`src/rtl/pipeline_pkg.sv`:
```
`default_nettype none
// +----------------------------------------------------------------------+
// | pipeline_pkg                                                         |
// | Shared widths, funct3 encodings, memory-stage states, access sizes.  |
// | Revision: 1.0                                                        |
// +----------------------------------------------------------------------+
package pipeline_pkg;

    localparam int ADDR_WIDTH              = 32;
    localparam int DATA_WIDTH              = 32;
    localparam int REGISTER_INDEXING_WIDTH = $clog2(32);

    localparam logic [2:0] c_F3_LB  = 3'd0;
    localparam logic [2:0] c_F3_LH  = 3'd1;
    localparam logic [2:0] c_F3_LW  = 3'd2;
    localparam logic [2:0] c_F3_LBU = 3'd4;
    localparam logic [2:0] c_F3_LHU = 3'd5;
    localparam logic [2:0] c_F3_SB  = 3'd0;
    localparam logic [2:0] c_F3_SH  = 3'd1;
    localparam logic [2:0] c_F3_SW  = 3'd2;

    typedef enum logic [2:0] {
        ST_IDLE = 3'd0,
        ST_PASS = 3'd1,
        ST_REQ  = 3'd2,
        ST_WAIT = 3'd3,
        ST_DONE = 3'd4
    } state_e;

    typedef enum logic [1:0] {
        SIZE_BYTE = 2'd0,
        SIZE_HALF = 2'd1,
        SIZE_WORD = 2'd2
    } access_size_e;

    function automatic logic funct3_illegal(input logic is_store, input logic [2:0] funct3);
        if (is_store)
            return funct3 > c_F3_SW;
        return !(funct3 == c_F3_LB || funct3 == c_F3_LH || funct3 == c_F3_LW ||
                 funct3 == c_F3_LBU || funct3 == c_F3_LHU);
    endfunction

    function automatic access_size_e access_size(input logic [2:0] funct3);
        case (funct3[1:0])
            2'd0:    return SIZE_BYTE;
            2'd1:    return SIZE_HALF;
            default: return SIZE_WORD;
        endcase
    endfunction

    function automatic logic addr_misaligned(input logic [2:0] funct3, input logic [1:0] addr);
        case (access_size(funct3))
            SIZE_HALF: return addr[0];
            SIZE_WORD: return addr != 2'b00;
            default:   return 1'b0;
        endcase
    endfunction

endpackage
`default_nettype wire

```
`src/rtl/load_store_align.sv`:
```
`default_nettype none
// +----------------------------------------------------------------------+
// | load_store_align                                                     |
// | Store lane placement, load extraction/extension and fault detection. |
// | Revision: 1.0                                                        |
// +----------------------------------------------------------------------+
module load_store_align
    import pipeline_pkg::*;
(
    input  logic                  is_store,
    input  logic [2:0]            funct3,
    input  logic [1:0]            addr,
    input  logic [DATA_WIDTH-1:0] store_data,
    input  logic [DATA_WIDTH-1:0] read_data,
    output logic [3:0]            wstrb,
    output logic [DATA_WIDTH-1:0] wdata,
    output logic [DATA_WIDTH-1:0] load_data,
    output logic                  misaligned,
    output logic                  illegal
);

    logic [7:0]  w_byte;
    logic [15:0] w_half;

    always_comb begin
        illegal    = funct3_illegal(is_store, funct3);
        // Alignment is meaningless without a legal access size.
        misaligned = !illegal && addr_misaligned(funct3, addr);

        w_byte = read_data[{addr, 3'b000} +: 8];
        w_half = read_data[{addr[1], 4'b0000} +: 16];

        wstrb = 4'b1111;
        wdata = store_data;
        case (funct3)
            c_F3_SB: begin
                wstrb = 4'b0001 << addr;
                wdata = {4{store_data[7:0]}};
            end
            c_F3_SH: begin
                wstrb = 4'b0011 << {addr[1], 1'b0};
                wdata = {2{store_data[15:0]}};
            end
            default: ;
        endcase

        case (funct3)
            c_F3_LB:  load_data = {{24{w_byte[7]}}, w_byte};
            c_F3_LH:  load_data = {{16{w_half[15]}}, w_half};
            c_F3_LBU: load_data = {24'd0, w_byte};
            c_F3_LHU: load_data = {16'd0, w_half};
            default:  load_data = read_data;
        endcase
    end

endmodule
`default_nettype wire

```
`src/rtl/memory_stage.sv`:
```
`default_nettype none
// +----------------------------------------------------------------------+
// | memory_stage                                                         |
// | Issues data-memory requests for loads/stores, passes other ops on.   |
// | Revision: 1.0                                                        |
// +----------------------------------------------------------------------+
module memory_stage
    import pipeline_pkg::*;
(
    input  logic                               clk,
    input  logic                               rst,
    output logic                               stall_prev,
    input  logic                               prev_done,
    input  logic                               next_stall,
    output logic                               done_next,
    input  logic [ADDR_WIDTH-1:0]              program_count_in,
    input  logic                               program_count_valid_in,
    input  logic                               register_arith_in,
    input  logic                               immediate_arith_in,
    input  logic                               load_in,
    input  logic                               store_in,
    input  logic                               branch_in,
    input  logic                               immediate_jump_in,
    input  logic                               register_jump_in,
    input  logic                               load_upper_in,
    input  logic                               load_upper_pc_in,
    input  logic                               environment_in,
    input  logic                               opcode_legal_in,
    input  logic [2:0]                         funct_3_in,
    input  logic                               funct_3_valid_in,
    input  logic [REGISTER_INDEXING_WIDTH-1:0] write_register_in,
    input  logic                               write_register_valid_in,
    input  logic [DATA_WIDTH-1:0]              memory_store_data_in,
    input  logic                               memory_store_data_valid_in,
    input  logic [DATA_WIDTH-1:0]              result_data_in,
    input  logic                               result_data_valid_in,
    output logic                               mem_req_valid,
    input  logic                               mem_req_ready,
    output logic [ADDR_WIDTH-1:0]              mem_req_addr,
    output logic                               mem_req_write,
    output logic [DATA_WIDTH-1:0]              mem_req_wdata,
    output logic [3:0]                         mem_req_wstrb,
    input  logic                               mem_resp_valid,
    input  logic [DATA_WIDTH-1:0]              mem_resp_rdata,
    output logic [ADDR_WIDTH-1:0]              program_count_out,
    output logic                               program_count_valid_out,
    output logic                               register_arith_out,
    output logic                               immediate_arith_out,
    output logic                               load_out,
    output logic                               store_out,
    output logic                               branch_out,
    output logic                               immediate_jump_out,
    output logic                               register_jump_out,
    output logic                               load_upper_out,
    output logic                               load_upper_pc_out,
    output logic                               environment_out,
    output logic                               opcode_legal_out,
    output logic [REGISTER_INDEXING_WIDTH-1:0] write_register_out,
    output logic                               write_register_valid_out,
    output logic [DATA_WIDTH-1:0]              writeback_data_out,
    output logic                               writeback_data_valid_out,
    output logic                               misaligned_out,
    output logic                               access_illegal_out
);

    state_e                             r_state;
    state_e                             w_state_next;
    state_e                             w_accept_state;
    logic [10:0]                        r_flags;
    logic [ADDR_WIDTH-1:0]              r_pc;
    logic                               r_pc_valid;
    logic [2:0]                         r_funct3;
    logic [REGISTER_INDEXING_WIDTH-1:0] r_wr;
    logic                               r_wr_valid;
    logic [DATA_WIDTH-1:0]              r_store_data;
    logic [DATA_WIDTH-1:0]              r_result;
    logic                               r_result_valid;
    logic [DATA_WIDTH-1:0]              r_rdata;

    logic                  w_transfer_next;
    logic                  w_accept;
    logic                  w_in_fault;
    logic                  w_mem_op;
    logic                  w_misaligned;
    logic                  w_illegal;
    logic [DATA_WIDTH-1:0] w_load_data;
    logic                  w_unused_ok;

    assign w_unused_ok = &{1'b0, funct_3_valid_in, memory_store_data_valid_in};

    assign done_next       = !rst && (r_state == ST_PASS || r_state == ST_DONE);
    assign w_transfer_next = done_next && !next_stall;
    assign stall_prev      = rst || (r_state != ST_IDLE && !w_transfer_next);
    // stall_prev already excludes REQ/WAIT and held PASS/DONE, so any handshake is an accept.
    assign w_accept        = prev_done && !stall_prev;

    assign w_in_fault = funct3_illegal(store_in, funct_3_in) ||
                        addr_misaligned(funct_3_in, result_data_in[1:0]);

    always_comb begin
        w_accept_state = ST_PASS;
        if (load_in || store_in)
            w_accept_state = w_in_fault ? ST_DONE : ST_REQ;

        w_state_next = r_state;
        case (r_state)
            ST_IDLE: if (w_accept) w_state_next = w_accept_state;
            ST_PASS,
            ST_DONE: if (w_transfer_next) w_state_next = w_accept ? w_accept_state : ST_IDLE;
            ST_REQ:  if (mem_req_ready) w_state_next = ST_WAIT;
            ST_WAIT: if (mem_resp_valid) w_state_next = ST_DONE;
            default: w_state_next = ST_IDLE;
        endcase
    end

    always_ff @(posedge clk) begin
        if (rst) begin
            r_state <= ST_IDLE;
            r_flags <= '0;
        end else begin
            r_state <= w_state_next;
            if (w_accept)
                r_flags <= {register_arith_in, immediate_arith_in, load_in, store_in, branch_in,
                            immediate_jump_in, register_jump_in, load_upper_in, load_upper_pc_in,
                            environment_in, opcode_legal_in};
        end
    end

    always_ff @(posedge clk) begin
        if (w_accept) begin
            r_pc           <= program_count_in;
            r_pc_valid     <= program_count_valid_in;
            r_funct3       <= funct_3_in;
            r_wr           <= write_register_in;
            r_wr_valid     <= write_register_valid_in;
            r_store_data   <= memory_store_data_in;
            r_result       <= result_data_in;
            r_result_valid <= result_data_valid_in;
        end
        if (r_state == ST_WAIT && mem_resp_valid)
            r_rdata <= mem_resp_rdata;
    end

    assign {register_arith_out, immediate_arith_out, load_out, store_out, branch_out,
            immediate_jump_out, register_jump_out, load_upper_out, load_upper_pc_out,
            environment_out, opcode_legal_out} = r_flags;

    load_store_align u_align (
        .is_store   (store_out),
        .funct3     (r_funct3),
        .addr       (r_result[1:0]),
        .store_data (r_store_data),
        .read_data  (r_rdata),
        .wstrb      (mem_req_wstrb),
        .wdata      (mem_req_wdata),
        .load_data  (w_load_data),
        .misaligned (w_misaligned),
        .illegal    (w_illegal)
    );

    assign w_mem_op      = load_out || store_out;
    assign mem_req_valid = !rst && r_state == ST_REQ;
    assign mem_req_addr  = {r_result[ADDR_WIDTH-1:2], 2'b00};
    assign mem_req_write = store_out;

    assign misaligned_out     = !rst && w_mem_op && w_misaligned;
    assign access_illegal_out = !rst && w_mem_op && w_illegal;

    assign program_count_out        = r_pc;
    assign program_count_valid_out  = r_pc_valid;
    assign write_register_out       = r_wr;
    assign write_register_valid_out = r_wr_valid;
    assign writeback_data_out       = load_out ? w_load_data : r_result;

    always_comb begin
        writeback_data_valid_out = r_result_valid;
        if (load_out)
            writeback_data_valid_out = !(w_misaligned || w_illegal);
        else if (store_out || branch_out || environment_out)
            writeback_data_valid_out = 1'b0;
    end

endmodule
`default_nettype wire

```
`config.mk`:
```
export PLATFORM = sky130hd
export DESIGN_NAME = memory_stage
export DESIGN_NICKNAME = d
export VERILOG_FILES = /design/src/rtl/pipeline_pkg.sv /design/src/rtl/load_store_align.sv /design/src/rtl/memory_stage.sv
export SDC_FILE = /design/constraint.sdc
export NUM_CORES = 1
export LEC_CHECK = 0
export CAP_MARGIN = 20
export CORE_ASPECT_RATIO = 1.5
export CORE_MARGIN = 4
export CORE_UTILIZATION = 37
export DETAILED_ROUTE_END_ITERATION = 12
export GPL_TIMING_DRIVEN = 0
export PLACE_DENSITY = 0.77
export SYNTH_ARGS = -nofsm -noshare
export SYNTH_HDL_FRONTEND = slang
export SYNTH_SLANG_ARGS = --single-unit
```
`constraint.sdc`:
```
create_clock -name clk -period 2.6 [get_ports clk]
set_input_delay 0.52 -clock clk [delete_from_list [all_inputs] [get_ports clk]]
set_output_delay 0.52 -clock clk [all_outputs]
set_load 0.01 [all_outputs]
```
-- Word-level counts from Yosys, hierarchy flattened
Index checks and enable logic that the tools add are counted.
- word-level logic and storage cells: 107
- input bits: 158
- output and inout port bits: 157
- bits in registers: 153
- equal/unequal tests: 22
- multiplexer cells: 24
- order comparisons: 2
- shifts and indexed selects: 4
- reductions and logical operators: 44
- operators with widths (operator ; number):
    case mux 32 bit (4 select lines) ; 1
    case mux 32 bit (2 select lines) ; 1
    2-to-1 mux 32 bit ; 1
    variable part select 32 x 6 -> 16 bit ; 1
    variable part select 32 x 6 -> 8 bit ; 1
    2-to-1 mux 3 bit ; 7
    logical OR 1 bit ; 16
    equality test 3 bit (second input constant) ; 5
    equality test 3 x 2 -> 1 bit (second input constant) ; 4
    case mux 3 bit (4 select lines) ; 1
    logical AND 1 bit ; 10
    equality test 3 x 1 -> 1 bit (second input constant) ; 3
    logical NOT 3 bit ; 3
    equality test 2 x 1 -> 1 bit (second input constant) ; 4
    logical NOT 1 bit ; 8
    2-to-1 mux 1 bit ; 8
    != test 2 bit (second input constant) ; 4
    case mux 2 bit (2 select lines) ; 2
    case mux 4 bit (2 select lines) ; 1
    greater-than comparator 3 x 2 -> 1 bit (second input constant) ; 2
    equality test 2 bit (second input constant) ; 2
    logical NOT 2 bit ; 2
    case mux 1 bit (2 select lines) ; 2
    AND reduction 4 bit ; 1
    5 further kinds ; 6

-- Logic depth before layout (Yosys ltp)
- depth after elaboration: 13
- gate-level depth with buffers: 7
- gate-level depth less buffers: 4

-- Hierarchy
A second synthesis with hierarchy kept.
- cell total of the unflattened synthesis: 464
- area total of the unflattened synthesis: 6700.2 um^2
- by module, submodules not included (module ; area an instance (um^2) ; cells an instance ; instances):
    memory_stage ; 5632.9 ; 300 ; 1
    load_store_align ; 1067.3 ; 164 ; 1

-- Least setup slack after synthesis
Ideal clock, no wire load.
- path kind: register to register
- start point: reg r_state[0]
- end point: reg r_rdata[0] (enable)
- path buffers: 1
- path slack: 0.022 ns
- arrival time: 2.157 ns
- cell stages (with the launch flop): 4
- period minus slack after synthesis: 2.578 ns
- setup time: 0.421 ns
- cell sequence: dfxtp_1 clkbuf_1 nand2_1 nor2_1
- word-level cells in the longest chain between the ends: 2
- ends and longest elaborated chain (element ; line ; source):
    from (decl) ; memory_stage.sv:66 ; state_e r_state;
    from (signal assigned) ; memory_stage.sv:121 ; r_state <= w_state_next;
    equality test 3 x 2 -> 1 bit ; memory_stage.sv:140 ; if (r_state == ST_WAIT && mem_resp_valid)
    logical AND 1 bit ; memory_stage.sv:140 ;
    to (signal assigned) ; memory_stage.sv:141 ; r_rdata <= mem_resp_rdata;
    to (decl) ; memory_stage.sv:78 ; logic [DATA_WIDTH-1:0] r_rdata;
Every way passes these cells.
A chain may end at the register's enable or synchronous reset.

-- Final worst setup path
- start point: reg r_rdata[31]
- end point: out writeback_data_out[8]
- word-level cells in the longest chain between the ends: 3
- ends and longest elaborated chain (element ; line ; source):
    variable part select 32 x 6 -> 8 bit ; load_store_align.sv:30 ; w_byte = read_data[{addr, 3'b000} +: 8];
    case mux 32 bit (4 select lines) ; load_store_align.sv:47 ; case (funct3)
    2-to-1 mux 32 bit ; memory_stage.sv:173 ; assign writeback_data_out = load_out ? w_load_data : r_result;
    to (decl) ; memory_stage.sv:60 ; output logic [DATA_WIDTH-1:0] writeback_data_out,
Every way passes these cells.

==> results_dict.tcl <==
set metrics [dict create \
    synthCells 466 \
    cpPeakStageDelay_ns 0.56 \
    maxCapViolations 0 \
    routedWlPerCell_um 20.9 \
    die-height_um 172 \
    drc 0 \
    r2r-start "r_state[2]" \
    place_hpwl_um 16500 \
    viasPerCell 5.02 \
    required_ns 2.08 \
    first_iter_violations 210 \
    power_leakage_nw 4.21 \
    run_status "complete, but fails checks" \
    cts_tree "built" \
    drv_slew 0 \
    placementRows 59 \
    drive_above_1_share_pct 29.4 \
    final_nets 994 \
    core_area_sq_um 17400 \
    synth-async-reset-ratio_pct 0 \
    syn_area_sq_um 6610 \
    crit_buf_inv 4 \
    hold_viol_final 0 \
    track_usage_pct 21.6 \
    finalNonFillerCells 1063 \
    worst_path_most_repeated_cell "buf_6" \
    fmax_mhz 358 \
    num_vias 5335 \
    setup_viol 32 \
    die_w_um 117 \
    syn_to_final_growth_pct 68.1 \
    synth_edf_count 139 \
    min_period_over_period_pct 107 \
    gp_congestion 0.932 \
    crit_path_max_fanout 4 \
    place_area_sq_um 10000 \
    period_minus_slack_ns 2.79 \
    cts_root_buffer "clkbuf_16" \
    violations "setup timing" \
    grt_overflow 0 \
    clock_sinks 153 \
    drtPass1Iterations 4 \
    fin_ws_ns -0.194 \
    yosysUniqueCellTypes 53 \
    finalClockSkew_ns 0.0114 \
    ys.flop_type "edfxtp_1" \
    initial_core_util_pct 37.9 \
    relSlewSlack_pct 36.0 \
    crit_start "r_rdata[31]" \
    avgSynthCellArea_sq_um 14.2 \
    fin_area_sq_um 11100 \
    grt_pass1_vias 5750 \
    grt_max_degree 44 \
    power_density_nw_per_um2 585 \
    clk_latency_ns 0.42 \
    cts_hold_buf 0 \
    cts_buffers 17 \
    ctsHtreeMaxLevel 4 \
    worst_pin_slew_ns 0.958 \
    critical-path-top-delay-family "buffers and inverters" \
    cp-start-kind "flop" \
    arrival_ns 2.27 \
    hold_path.startpoint "r_flags[0]" \
    worstSetupPathType "flop to primary output" \
    crit_slowest_cell "mux4_2" \
    hp-class "flop to flop" \
    power.total_mw 6.50 \
    antenna_found_initial 4 \
    path_cells "mux4_2, buf_6, a211oi_4, buf_6, buf_6, a21oi_2, buf_2" \
    clock_path_buffers 2 \
    wl_um 22300 \
    grt_pass1_wl_um 32000 \
    dieArea_sq_um 20100 \
    yosysWarnings 0 \
    synth_seq_area_share_pct 67.4 \
    end_kind "primary output" \
    ir_worst_vdd_mv 0.436 \
    rsz0062_at_grt "true" \
    ios 315 \
    synth_seq_cells 153 \
    ant_nets 0 \
    cts.clk_slew.worst_paths_ns 0.07 \
    port-buffer-count 310 \
    dp.cells 992 \
]
[cells by family (layout without fill, tap and decap cells)]
| kind of cell | after synthesis | after routing | synth area share [%] |
|---|---|---|---|
| muxes | 53 | 53 | 8.86 |
| AOI/OAI and AO/OA | 92 | 92 | 10.0 |
| and+or+nand+nor | 90 | 90 | 6.53 |
| buffers and inverters | 74 | 456 | 6.65 |
| other | 1 | 3 | 0.0568 |
| xor gates and xnor gates | 1 | 1 | 0.133 |
| DFF | 153 | 153 | 67.4 |
| adders and majority gates | 2 | 2 | 0.322 |
[metrics by stage]
step | setup TNS, ns | hold slack [ns] | utilization (%) | setup slack (ns)
CTS | -4.13 | 0.505 | 62.3 | -0.214
floorplan | 0 | 0.531 | - | 0.0223
detailed placement | -77.13 | 0.488 | 57.6 | -0.811
global placement | -157.96 | 0.474 | 57.3 | -0.997
finish | -3.96 | 0.500 | 63.8 | -0.194
global route | -6.72 | 0.559 | 63.7 | -0.259
[path summary, 6_finish.rpt]
path                                 to  slack (ns)  cells after the start
setup / recovery  writeback_data_out[8]       -0.19                      7
hold / removal               r_flags[0]        0.50                      2
setup reg to reg             r_flags[5]        0.27                      6
hold reg to reg              r_flags[0]        0.50                      2
[worst register-to-register path: stages, from the launching register on]
cell and delay, ns:
dfxtp_1 0.36, maj3_1 0.41, nor4b_4 0.43, buf_12 0.28
buf_12 0.39, mux2i_1 0.27, nor2_1 0.05
[final cells by class]
cell class / instances / area [sq um]
fillers: 1338 / 6310
plain buffers: 63 / 502
diodes: 1 / 2.50
multi-input cells: 240 / 1910
well taps: 213 / 267
repair buffers: 356 / 3370
clock inverters: 15 / 154
flip-flops and latches: 153 / 4450
clock buffers: 17 / 425
inverters: 5 / 18.8
[routing by layer]
layer	share of wire [%]	up-vias	global-route usage [%]
met1	31	2530	20.2
met2	55	275	40.0
met5	0.25	-	0
li1	-	2485	-
met3	11	37	9.26
met4	2.5	8	9.08
[flip-flops by register name, summed over array words and instances, names as in the netlist]
| name | count |
|---|---|
| program_count_out | 32 |
| program_count_valid_out | 1 |
| r_flags | 11 |
| r_funct3 | 3 |
| r_rdata | 32 |
| r_result | 32 |
| r_result_valid | 1 |
| r_state | 3 |
| r_store_data | 32 |
| write_register_out | 5 |
| write_register_valid_out | 1 |
[where the power goes]
group          switching (mW)  internal, mW
registers              0.0674          2.83
logic                   0.507         0.686
clock network            1.12          1.28
[layout by cell type (no fill, tap or decap), types with 4 or more instances in the layout]
master | Yosys | final
clkdlybuf4s50_1 | 0 | 244
edfxtp_1 | 139 | 139
buf_4 | 42 | 67
buf_2 | 3 | 38
nor2_1 | 39 | 37
buf_6 | 0 | 30
mux2i_1 | 27 | 27
nand2_1 | 24 | 23
clkbuf_16 | 0 | 17
mux2_2 | 18 | 16
a221o_1 | 16 | 16
a21oi_1 | 22 | 14
dfxtp_1 | 14 | 14
o22ai_1 | 9 | 9
dlygate4sd2_1 | 0 | 9
mux2_4 | 0 | 8
clkbuf_2 | 0 | 8
o22a_1 | 8 | 8
a21oi_2 | 1 | 7
a31oi_1 | 8 | 7
inv_8 | 0 | 7
o21ai_0 | 8 | 6
nor3_1 | 6 | 6
buf_12 | 0 | 5
inv_1 | 4 | 4
a22oi_2 | 0 | 4
clkdlybuf4s15_1 | 0 | 4
[timing repair]
action / CTS / global route
resized for setup: 281 / 78
pin swaps: 4 / 15
setup buffers: 30 / 13
setup endpoints to repair: 113 / 64
gates cloned: 2 / 0
[cells in the mapped netlist (all sizes together) (9+ instances only)]
cell | n | area (sq um)
edfxtp | 139 | 4170
a21oi | 23 | 119
a221o | 16 | 160
nand2 | 24 | 90.1
mux2i | 27 | 270
mux2 | 24 | 270
o22ai | 9 | 56.3
o21ai | 9 | 45.0
nor2 | 39 | 146
clkbuf | 21 | 78.8
dfxtp | 14 | 280
buf | 48 | 342
Power figures use the tool's default switching activity.
